[config.mk]
export PLATFORM = sky130hd
export DESIGN_NAME = score_counter
export DESIGN_NICKNAME = d
export VERILOG_FILES = /design/src/rtl/scoreboard_pkg.sv /design/src/rtl/button_debounce.sv /design/src/rtl/score_counter.sv
export SDC_FILE = /design/constraint.sdc
export NUM_CORES = 1
export LEC_CHECK = 0
export ABC_AREA = 1
export CAP_MARGIN = 15
export CORE_AREA = 2 2 87 89
export DETAILED_ROUTE_END_ITERATION = 6
export DIE_AREA = 0 0 89 91
export PLACE_DENSITY = 0.84
export SETUP_SLACK_MARGIN = 0.2
export SYNTH_ARGS = -nofsm -noshare
export SYNTH_HDL_FRONTEND = slang
export SYNTH_HIERARCHICAL = 1
export SYNTH_SLANG_ARGS = --single-unit
[constraint.sdc]
create_clock -name clk_i -period 2.5 [get_ports clk_i]
set_clock_uncertainty 0.15 [all_clocks]
set_input_delay 0.75 -clock clk_i [delete_from_list [all_inputs] [get_ports clk_i]]
set_output_delay 0.75 -clock clk_i [all_outputs]
set_load 0.02 [all_outputs]
[src/rtl/scoreboard_pkg.sv]
// scoreboard_pkg: shared score limits and the counter update action
package scoreboard_pkg;
   localparam int MAX_SCORE_DEFAULT = 99;
   localparam int SCORE_BW_DEFAULT  = 8;
   typedef enum logic [1:0] {ACT_NONE, ACT_INC, ACT_DEC, ACT_CLR} action_e;
endpackage

[src/rtl/button_debounce.sv]
// button_debounce: synchronise, debounce and rising-edge detect one raw button
module button_debounce #(
   parameter int DEB_CYCLES = 250000
) (
   input  logic clk_i,
   input  logic rst_ni,
   input  logic btn_i,
   output logic press_o
);
   localparam int CW = $clog2(DEB_CYCLES + 1);
   logic [1:0]    sync_q;
   logic          deb_q, deb_d, deb_prev_q;
   logic [CW-1:0] cnt_q, cnt_d;
   // count consecutive disagreeing cycles; accept the new level on the last one
   always_comb begin
      cnt_d = '0;
      deb_d = deb_q;
      if (sync_q[1] != deb_q) begin
         if (cnt_q == CW'(DEB_CYCLES - 1)) deb_d = sync_q[1];
         else cnt_d = cnt_q + CW'(1);
      end
   end
   // synchroniser, debounce state and previous debounced level
   always_ff @(posedge clk_i or negedge rst_ni) begin
      if (!rst_ni) begin
         sync_q     <= '0;
         cnt_q      <= '0;
         deb_q      <= 1'b0;
         deb_prev_q <= 1'b0;
      end else begin
         sync_q     <= {sync_q[0], btn_i};
         cnt_q      <= cnt_d;
         deb_q      <= deb_d;
         deb_prev_q <= deb_q;
      end
   end
   assign press_o = deb_q & ~deb_prev_q;
endmodule

[src/rtl/score_counter.sv]
// score_counter: saturating score driven by debounced inc/dec/clear buttons
module score_counter
   import scoreboard_pkg::*;
#(
   parameter int BW         = SCORE_BW_DEFAULT,
   parameter int MAX_SCORE  = MAX_SCORE_DEFAULT,
   parameter int DEB_CYCLES = 250000
) (
   input  logic          clk_i,
   input  logic          rst_ni,
   input  logic          btn_inc_i,
   input  logic          btn_dec_i,
   input  logic          btn_clr_i,
   output logic [BW-1:0] score_o,
   output logic          at_min_o,
   output logic          at_max_o,
   output logic          changed_o
);
   logic          p_inc, p_dec, p_clr;
   action_e       act;
   logic [BW-1:0] score_q, score_d;
   logic          pend_q, changed_q;
   button_debounce #(.DEB_CYCLES(DEB_CYCLES)) u_inc (.clk_i(clk_i), .rst_ni(rst_ni), .btn_i(btn_inc_i), .press_o(p_inc));
   button_debounce #(.DEB_CYCLES(DEB_CYCLES)) u_dec (.clk_i(clk_i), .rst_ni(rst_ni), .btn_i(btn_dec_i), .press_o(p_dec));
   button_debounce #(.DEB_CYCLES(DEB_CYCLES)) u_clr (.clk_i(clk_i), .rst_ni(rst_ni), .btn_i(btn_clr_i), .press_o(p_clr));
   // clear wins, simultaneous inc+dec cancel, then saturating step
   always_comb begin
      act = p_clr ? ACT_CLR : (p_inc & p_dec) ? ACT_NONE : p_inc ? ACT_INC : p_dec ? ACT_DEC : ACT_NONE;
      score_d = (act == ACT_CLR) ? '0 :
                (act == ACT_INC && score_q != BW'(MAX_SCORE)) ? score_q + BW'(1) :
                (act == ACT_DEC && score_q != '0) ? score_q - BW'(1) : score_q;
   end
   // score register and change pulse delayed to the cycle after the update
   always_ff @(posedge clk_i or negedge rst_ni) begin
      if (!rst_ni) begin
         score_q   <= '0;
         pend_q    <= 1'b0;
         changed_q <= 1'b0;
      end else begin
         score_q   <= score_d;
         pend_q    <= score_d != score_q;
         changed_q <= pend_q;
      end
   end
   assign score_o   = score_q;
   assign changed_o = changed_q;
   assign at_min_o  = score_q == '0;
   assign at_max_o  = score_q == BW'(MAX_SCORE);
endmodule

Word level (Yosys, flattened, before mapping)

Index checks and enable logic that the tools add are counted.
W data, S select, Z words.

Register bits after elaboration: 76
Logic and storage cells: 59
Output and inout port bits: 11
Input port bits: 5

Mux-type cells: 13
Equality and inequality tests: 12
Bitwise gates (word level): 7
Reductions and logical operators: 7
$add $sub $neg: 5

Operator list:

| cell                    | count |
|---|---|
| $mux W18                | 6 |
| $add A18 B1 Y18 const B | 3 |
| $eq A18 B18 Y1 const B  | 3 |
| $mux W8                 | 3 |
| $add A8 B1 Y8 const B   | 1 |
| $eq A8 B7 Y1 const B    | 1 |
| $logic_not A8 Y1        | 1 |
| $mux W2                 | 4 |
| $ne A8 B7 Y1 const B    | 1 |
| $ne A8 B8 Y1            | 1 |
| $reduce_bool A8 Y1      | 1 |
| $sub A8 B1 Y8 const B   | 1 |
| $reduce_and A2 Y1       | 3 |
| $and A1 B1 Y1           | 4 |
| $eq A2 B2 Y1 const B    | 2 |
| $ne A1 B1 Y1            | 3 |
| $not A1 Y1              | 3 |
| $eq A2 B1 Y1 const B    | 1 |
| $logic_and A1 B1 Y1     | 2 |

Depth between registers and ports, before layout

Gate-level depths: netlist (run 1).

Word-level depth: 12
Depth in mapped cells: 13
Gate-level depth less buffers: 13

Modules after synthesis

The synthesis (run 1) kept the hierarchy.

By module, submodules not included:

| module          | cells an instance | seq. area each (µm²) | area each (µm²) | times used |
|---|---|---|---|---|
| button_debounce | 141               | 550.5                | 1148.6          | 3 |
| score_counter   | 109               | 250.2                | 775.7           | 1 |

Worst setup path before layout (run 1)

No wires, ideal clock.

Path type: register -> output
Start: reg score_q[0], in the netlist score_o[0]
End: out at_max_o
Stages on the path, launching flop included: 6
Arrival time: 1190 ps
Data required time: 1600 ps
Path slack: 410 ps
Buffers on the path: 0
Cells stage by stage: dfrtp_1 -> ha_1 -> inv_1 -> nor2_1 -> nand3_2 -> inv_1

Word-level cells in the longest chain between the ends: 1

RTL lines:

| item                   | line                | text |
|---|---|---|
| from (decl)            | score_counter.sv:21 | `logic [BW-1:0] score_q, score_d;` |
| from (signal assigned) | score_counter.sv:40 | `score_q <= score_d;` |
| $eq A8 B7 Y1           | score_counter.sv:48 | `assign at_max_o = score_q == BW'(MAX_SCORE);` |
| to (decl)              | score_counter.sv:16 | `output logic at_max_o,` |

No other way between the ends.

Worst setup path in the final report (run 1)

Start: reg score_q[1], in the netlist score_o[1]
End: out at_max_o

The elaborated chain is that of the path after synthesis.

==> results of run 1 <==
## power by group
part	internal [mW]	leakage [nW]	total [mW]	switching, mW
clock network	0.641	0.122	1.09	0.452
registers	1.24	1.03	1.26	0.0169
logic	0.0240	1.15	0.0779	0.0539
## worst paths after layout
path                            startpoint               to  slack [ns]
setup / recovery                score_o[1]         at_max_o        0.17
hold / removal                      rst_ni   u_dec/cnt_q[4]        0.14
setup reg to reg                score_o[1]       score_o[4]        0.56
hold reg to reg            u_dec/sync_q[0]  u_dec/sync_q[1]        0.20
max in group asynchronous           rst_ni       score_o[1]        1.48
min in group clk_i         u_dec/sync_q[0]  u_dec/sync_q[1]        0.20
## cell type report
class	instances	area (um^2)
inverters	75	282
repair buffers	30	278
multi-input cells	380	2060
fillers	577	2250
well taps	99	124
clock buffers	12	165
clock inverters	4	70.1
flip-flops and latches	76	1910
## metal layers
metal	vias to the layer above	wire length [um]	GRT usage (%)
met1	1690	3810	29.9
met2	95	4360	37.7
li1	1744	-	-
met4	0	141	9.33
met5	-	0	0
met3	13	363	4.09
## cells in the final DEF, fill, tap and decap left out, drive strengths merged, types with 3 or more instances in the layout
master	Yosys	final
xor2	21	21
dfrtp	76	76
inv	75	75
o21ai	16	16
buf	1	18
ha	5	5
clkdlybuf4s50	0	4
nand3	49	49
a31oi	3	3
nand2	107	107
a21oi	26	26
nor3	9	9
dlygate4sd2	0	8
nor2	127	127
nor3b	4	4
xnor2	6	6
clkbuf	0	12
nand4	4	4
## stage by stage
step,power (mW),util (%)
after floorplan,1.32,-
after global placement,1.36,63.9
after detailed placement,1.37,63.9
after CTS,2.45,67.8
after global routing,2.52,68.5
final,2.43,68.5
## logic make-up (layout without fill, tap and decap cells)
family,Yosys count,in the layout
AOI/OAI and AO/OA,45,45
xor gates and xnor gates,27,27
adders and majority gates,5,5
buffers and inverters,76,121
DFF,76,76
muxes,2,2
and+or+nand+nor,301,301
## repair_timing
action | 4_1_cts | 5_1_grt
pin swaps | 3 | 2
buffers inserted | 2 | 4
hold buffers | 0 | 0
gates resized for setup | 28 | 9
endpoints found under the setup margin | 10 | 2
## critical path, delay by kind of cell, from the launching register on
| kind | cells | cell delay, ns |
|---|---|---|
| simple gates | 2 | 0.11 |
| fa+ha+maj | 1 | 0.16 |
| buf+inv | 4 | 0.37 |
| flops | 1 | 0.43 |
## registers in the layout, summed over array words and instances, names as in the netlist, 2 cells and up
register      count
u_dec/sync_q      2
u_inc/sync_q      2
score_o           8
u_clr/cnt_q      18
u_inc/cnt_q      18
u_clr/sync_q      2
u_dec/cnt_q      18
==> impl_metrics.ini, run 1 <==
[logic_synthesis]
yosys-top-cells-count = 109 x nor2_1, 92 x nand2_1, 76 x dfrtp_1
synth_seq_cells = 76
yosysSeqAreaShare_pct = 45.1
yosysMostFrequentCell = nor2_1
syn_nets = 542
yosys.area.top_type = dfrtp_1
ys_dominant_reg_cell = dfrtp_1
synth_xor_area_share_pct = 6.14
yosysWarnings = 6
synth.distinct_cells = 28
synth_fa_ha_area_share_pct = 1.48
synth_area_leaders = dfrtp_1 45%, nor2_1 9.7%, nand2_1 8.2%, inv_1 6.0%, nand3_1 4.9%
postSynthCellCount = 532
synthSimpleGateAreaFrac_pct = 34.3
synth_edf_count = 0
synth_top_area_share_pct = 45.1
async_reset_ff_share_pct = 100
avgSynthCellArea_um2 = 7.94
syn_area_um2 = 4220
synth_compound_area_share_pct = 5.60
synthMuxAreaShare_pct = 0.474
synth_top_family_by_area = simple AND/OR/NAND/NOR gates

[routing]
ant_nets = 0
drtIter0Drc = 189
vias_per_cell = 5.24
num_vias = 3542
routed_wl_um = 8680
wire_per_inst_um = 12.8
drc_errors = 0
dr.pass1.iters = 5

[floorplanning]
boundaryPins = 16
core_um2 = 7140
dieArea_um2 = 8100
die_x_um = 89
rows = 31
initial_utilization_pct = 59.2
die_h_um = 91

[critical_path]
cp-start-kind = flop
crit_slowest_cell = dfrtp_2
worstSetupPathType = reg -> out
endpoint_kind = primary output
cp_max_fo = 4
crit_required_ns = 1.60
critPathMaxStageDelay_ns = 0.43
crit_chain = buf_4, ha_4, inv_2, nor2_2, nand3_2, inv_2, buf_6
reg2reg_depth = 10
arrival_ns = 1.43
crit_top_cell = inv_2

[layout]
layout.cells.non_filler = 676
area_growth_pct = 15.8
final_cell_area_um2 = 4890
num-nets-final = 582
drive_gt1_share_pct = 18.0
antenna_cells = 0

[sta]
drv_slew = 0
slew_headroom_pct = 63.4
tightestPinTransition_ns = 0.546
fin_ws_ns = 0.170
post-route-period-util_pct = 93.2
min_period_ns = 2.33
setup_viol = 0
fmax_ghz = 0.429
hold_ws_ns = 0.137
setup_tns_ns = 0
finalHoldViolations = 0
rsz0062_at_grt = yes

[grt]
antenna_found_initial = 0
grt_overflow = 0
track_usage_pct = 23.0
grt_pass1_vias = 3499
grt_max_degree = 54
grt_pass1_wl_um = 14900

[clock_network]
cts_root_buf = clkbuf_8
cts_max_level = 3
tritoncts = done
clk_latency_ns = 0.36
clock-sinks = 76
cts_buffers = 9
clkTransAtPathRegs_ns = 0.08
clk_path_buf_depth = 2

[power]
power_leakage_nw = 2.31
cellPowerDensity_nw_per_um2 = 497
irDropWorstVdd_uv = 357

[place]
dp_slack_ns = 0.00792
gp_congestion = 0.887
hpwl_um = 5960
placed_cell_area_um2 = 4560
io_buffers = 15
placedCellCount = 654

[status]
status = finished, final reports clean

[hold_path]
min_path_type = in -> async

[run]
maxCapViolCount = 0
Note: power is estimated with default switching activity, not from simulation.
==> run 2, diff against run 1 <==
Settings changed: ABC_AREA 1 to 0, CORE_AREA 2 2 87 89 to 2 2 84 86, CTS_CLUSTER_DIAMETER set to 150, DIE_AREA 0 0 89 91 to 0 0 86 88, PLACE_DENSITY 0.84 to 0.83.
==> impl_metrics.ini, run 2 <==
[logic_synthesis]
yosys.area.top_type = dfrtp_1
synth_seq_cells = 76
synth_top_area_share_pct = 48.7
syn_area_um2 = 3900
async_reset_ff_share_pct = 100
yosysSeqAreaShare_pct = 48.7
postSynthCellCount = 379
avgSynthCellArea_um2 = 10.3
synth_area_leaders = dfrtp_1 49%, xor2_1 6.1%, nor2_1 4.4%, nand3_1 3.5%, a21oi_1 3.0%
yosysMostFrequentCell = dfrtp_1
syn_nets = 389
yosysWarnings = 6
synth.distinct_cells = 47
yosys-top-cells-count = 76 x dfrtp_1, 46 x nor2_1, 28 x nand2_1
synth_edf_count = 0
ys_dominant_reg_cell = dfrtp_1

[grt]
grt_max_degree = 48
grt_pass1_wl_um = 13700
top_usage_layer = met2
grt_pass1_vias = 2968
use_met1_pct = 29.4
antenna_found_initial = 0
track_usage_pct = 23.0
grt.met2_usage_pct = 38.1
grt.met3_usage_pct = 4.90
grt_overflow = 0

[floorplanning]
boundaryPins = 16
initial_utilization_pct = 58.7
die_x_um = 86
core_um2 = 6640
rows = 30
die_h_um = 88
dieArea_um2 = 7570

[power]
irDropWorstVdd_uv = 330
power_leakage_nw = 2.07
power.total_mw = 2.46
cellPowerDensity_nw_per_um2 = 532

[routing]
drtIter0Drc = 198
vias_per_cell = 6.09
dr.pass1.iters = 4
routed_wl_um = 8290
num_vias = 3117
wire_per_inst_um = 16.2
drc_errors = 0
ant_nets = 0

[layout]
final_cell_area_um2 = 4630
final_common_cell = dfrtp_1
antenna_cells = 0
num-nets-final = 437
area_growth_pct = 18.6
drive_gt1_share_pct = 19.0
final_cell_mix = 74 x dfrtp_1, 45 x nor2_1, 31 x buf_4
fill_cells = 470
largest_registers = u_clr/cnt_q x18, u_dec/cnt_q x18, u_inc/cnt_q x18

[status]
violations = negative setup slack
status = finished, violations left

[place]
io_buffers = 15
placed_cell_area_um2 = 4230
gp_congestion = 0.841
hpwl_um = 5340

[sta]
hold_ws_ns = 0.169
min_period_ns = 2.60
slew_headroom_pct = 67.2
post-route-period-util_pct = 104
tightestPinTransition_ns = 0.490
fin_ws_ns = -0.0987
fmax_ghz = 0.385
drv_slew = 0
setup_viol = 2
rsz0062_at_grt = yes
finalHoldViolations = 0

[run]
maxCapViolCount = 0

[clock_network]
clkTransAtPathRegs_ns = 0.08
clock-sinks = 76
clk_path_buf_depth = 2
cts_max_level = 3
hold_buffers = 0
tritoncts = done
clk_latency_ns = 0.36
cts_root_buf = clkbuf_8
cts_buffers = 9

[critical_path]
cp-start-kind = flop
cp_max_fo = 2
startpoint = score_o[1]
worstSetupPathType = reg -> out
r2r-start = score_o[1]
endpoint_kind = primary output
crit_required_ns = 1.60
arrival_ns = 1.70

[hold_path]
min_path_type = in -> async
[run 2: changes by cell type after synthesis, sizes merged, moves of 7 or more]
| cell | change |
|---|---|
| and4 | +13 |
| o31ai | +12 |
| or3 | +7 |
| or4 | +12 |
| and3 | +7 |
| o21ai | -7 |
| nand3 | -22 |
| nor2 | -81 |
| inv | -70 |
| nand2 | -79 |
[run 2: logic make-up (layout without fill, tap and decap cells)]
| family | Yosys count | after routing | share of synthesized area (%) |
|---|---|---|---|
| and+or+nand+nor | 182 | 182 | 26.1 |
| buffers and inverters | 15 | 68 | 2.63 |
| adders and majority gates | 5 | 5 | 1.60 |
| xor gates and xnor gates | 33 | 33 | 7.41 |
| DFF | 76 | 76 | 48.7 |
| muxes | 6 | 6 | 1.70 |
| AOI/OAI and AO/OA | 62 | 62 | 11.8 |
[run 2: final timing paths]
kind,depth (start not counted),end,slack [ns]
worst max-delay path,5,at_min_o,-0.1
worst min-delay path,1,u_dec/cnt_q[12],0.17
worst max register to register,9,pend_q,-0.08
worst min register to register,0,u_inc/sync_q[1],0.20
max in group asynchronous,2,u_inc/cnt_q[16],1.45
min in group clk_i,0,u_inc/sync_q[1],0.20
[run 2: where the power goes]
group          switching [mW]  internal (mW)
logic                  0.0517         0.0296
registers              0.0139           1.24
clock network           0.456          0.665
total                   0.522           1.94
[run 2: worst max-delay path: stages (launching register included)]
cell	delay [ns]
dfrtp_2	0.41
inv_2	0.09
ha_4	0.14
or4b_4	0.48
nor2_4	0.11
buf_6	0.12
[run 2: layout make-up]
type / count / area (um^2) / share of cell area, %
multi-input cells: 288 / 1970 / 42.6
flip-flops and latches: 76 / 1900 / 41.2
repair buffers: 47 / 393 / 8.49
clock buffers: 10 / 128 / 2.76
clock inverters: 6 / 113 / 2.43
well taps: 80 / 100 / 2.16
inverters: 5 / 18.8 / 0.406
[run 2: routing by layer]
layer | vias up | wire (um)
li1 | 1490 | -
met1 | 1549 | 3590
met2 | 63 | 4260
met3 | 15 | 265
met4 | 0 | 172
met5 | - | 0
[run 2: metrics by stage]
stage	cells	setup WS [ns]	utilization, %	setup TNS (ns)
after floorplan	379	0.227	-	0
after global placement	483	-0.194	63.7	-0.194
after detailed placement	483	-0.269	63.7	-0.269
after CTS	506	-0.0781	68.7	-0.0781
after global routing	512	-0.132	69.6	-0.257
final	512	-0.0987	69.6	-0.175
[run 2: timing repair]
item,in CTS,in global routing
buffers inserted,7,6
gates resized for setup,32,7
endpoints found under the setup margin,13,7
pin swaps,6,4
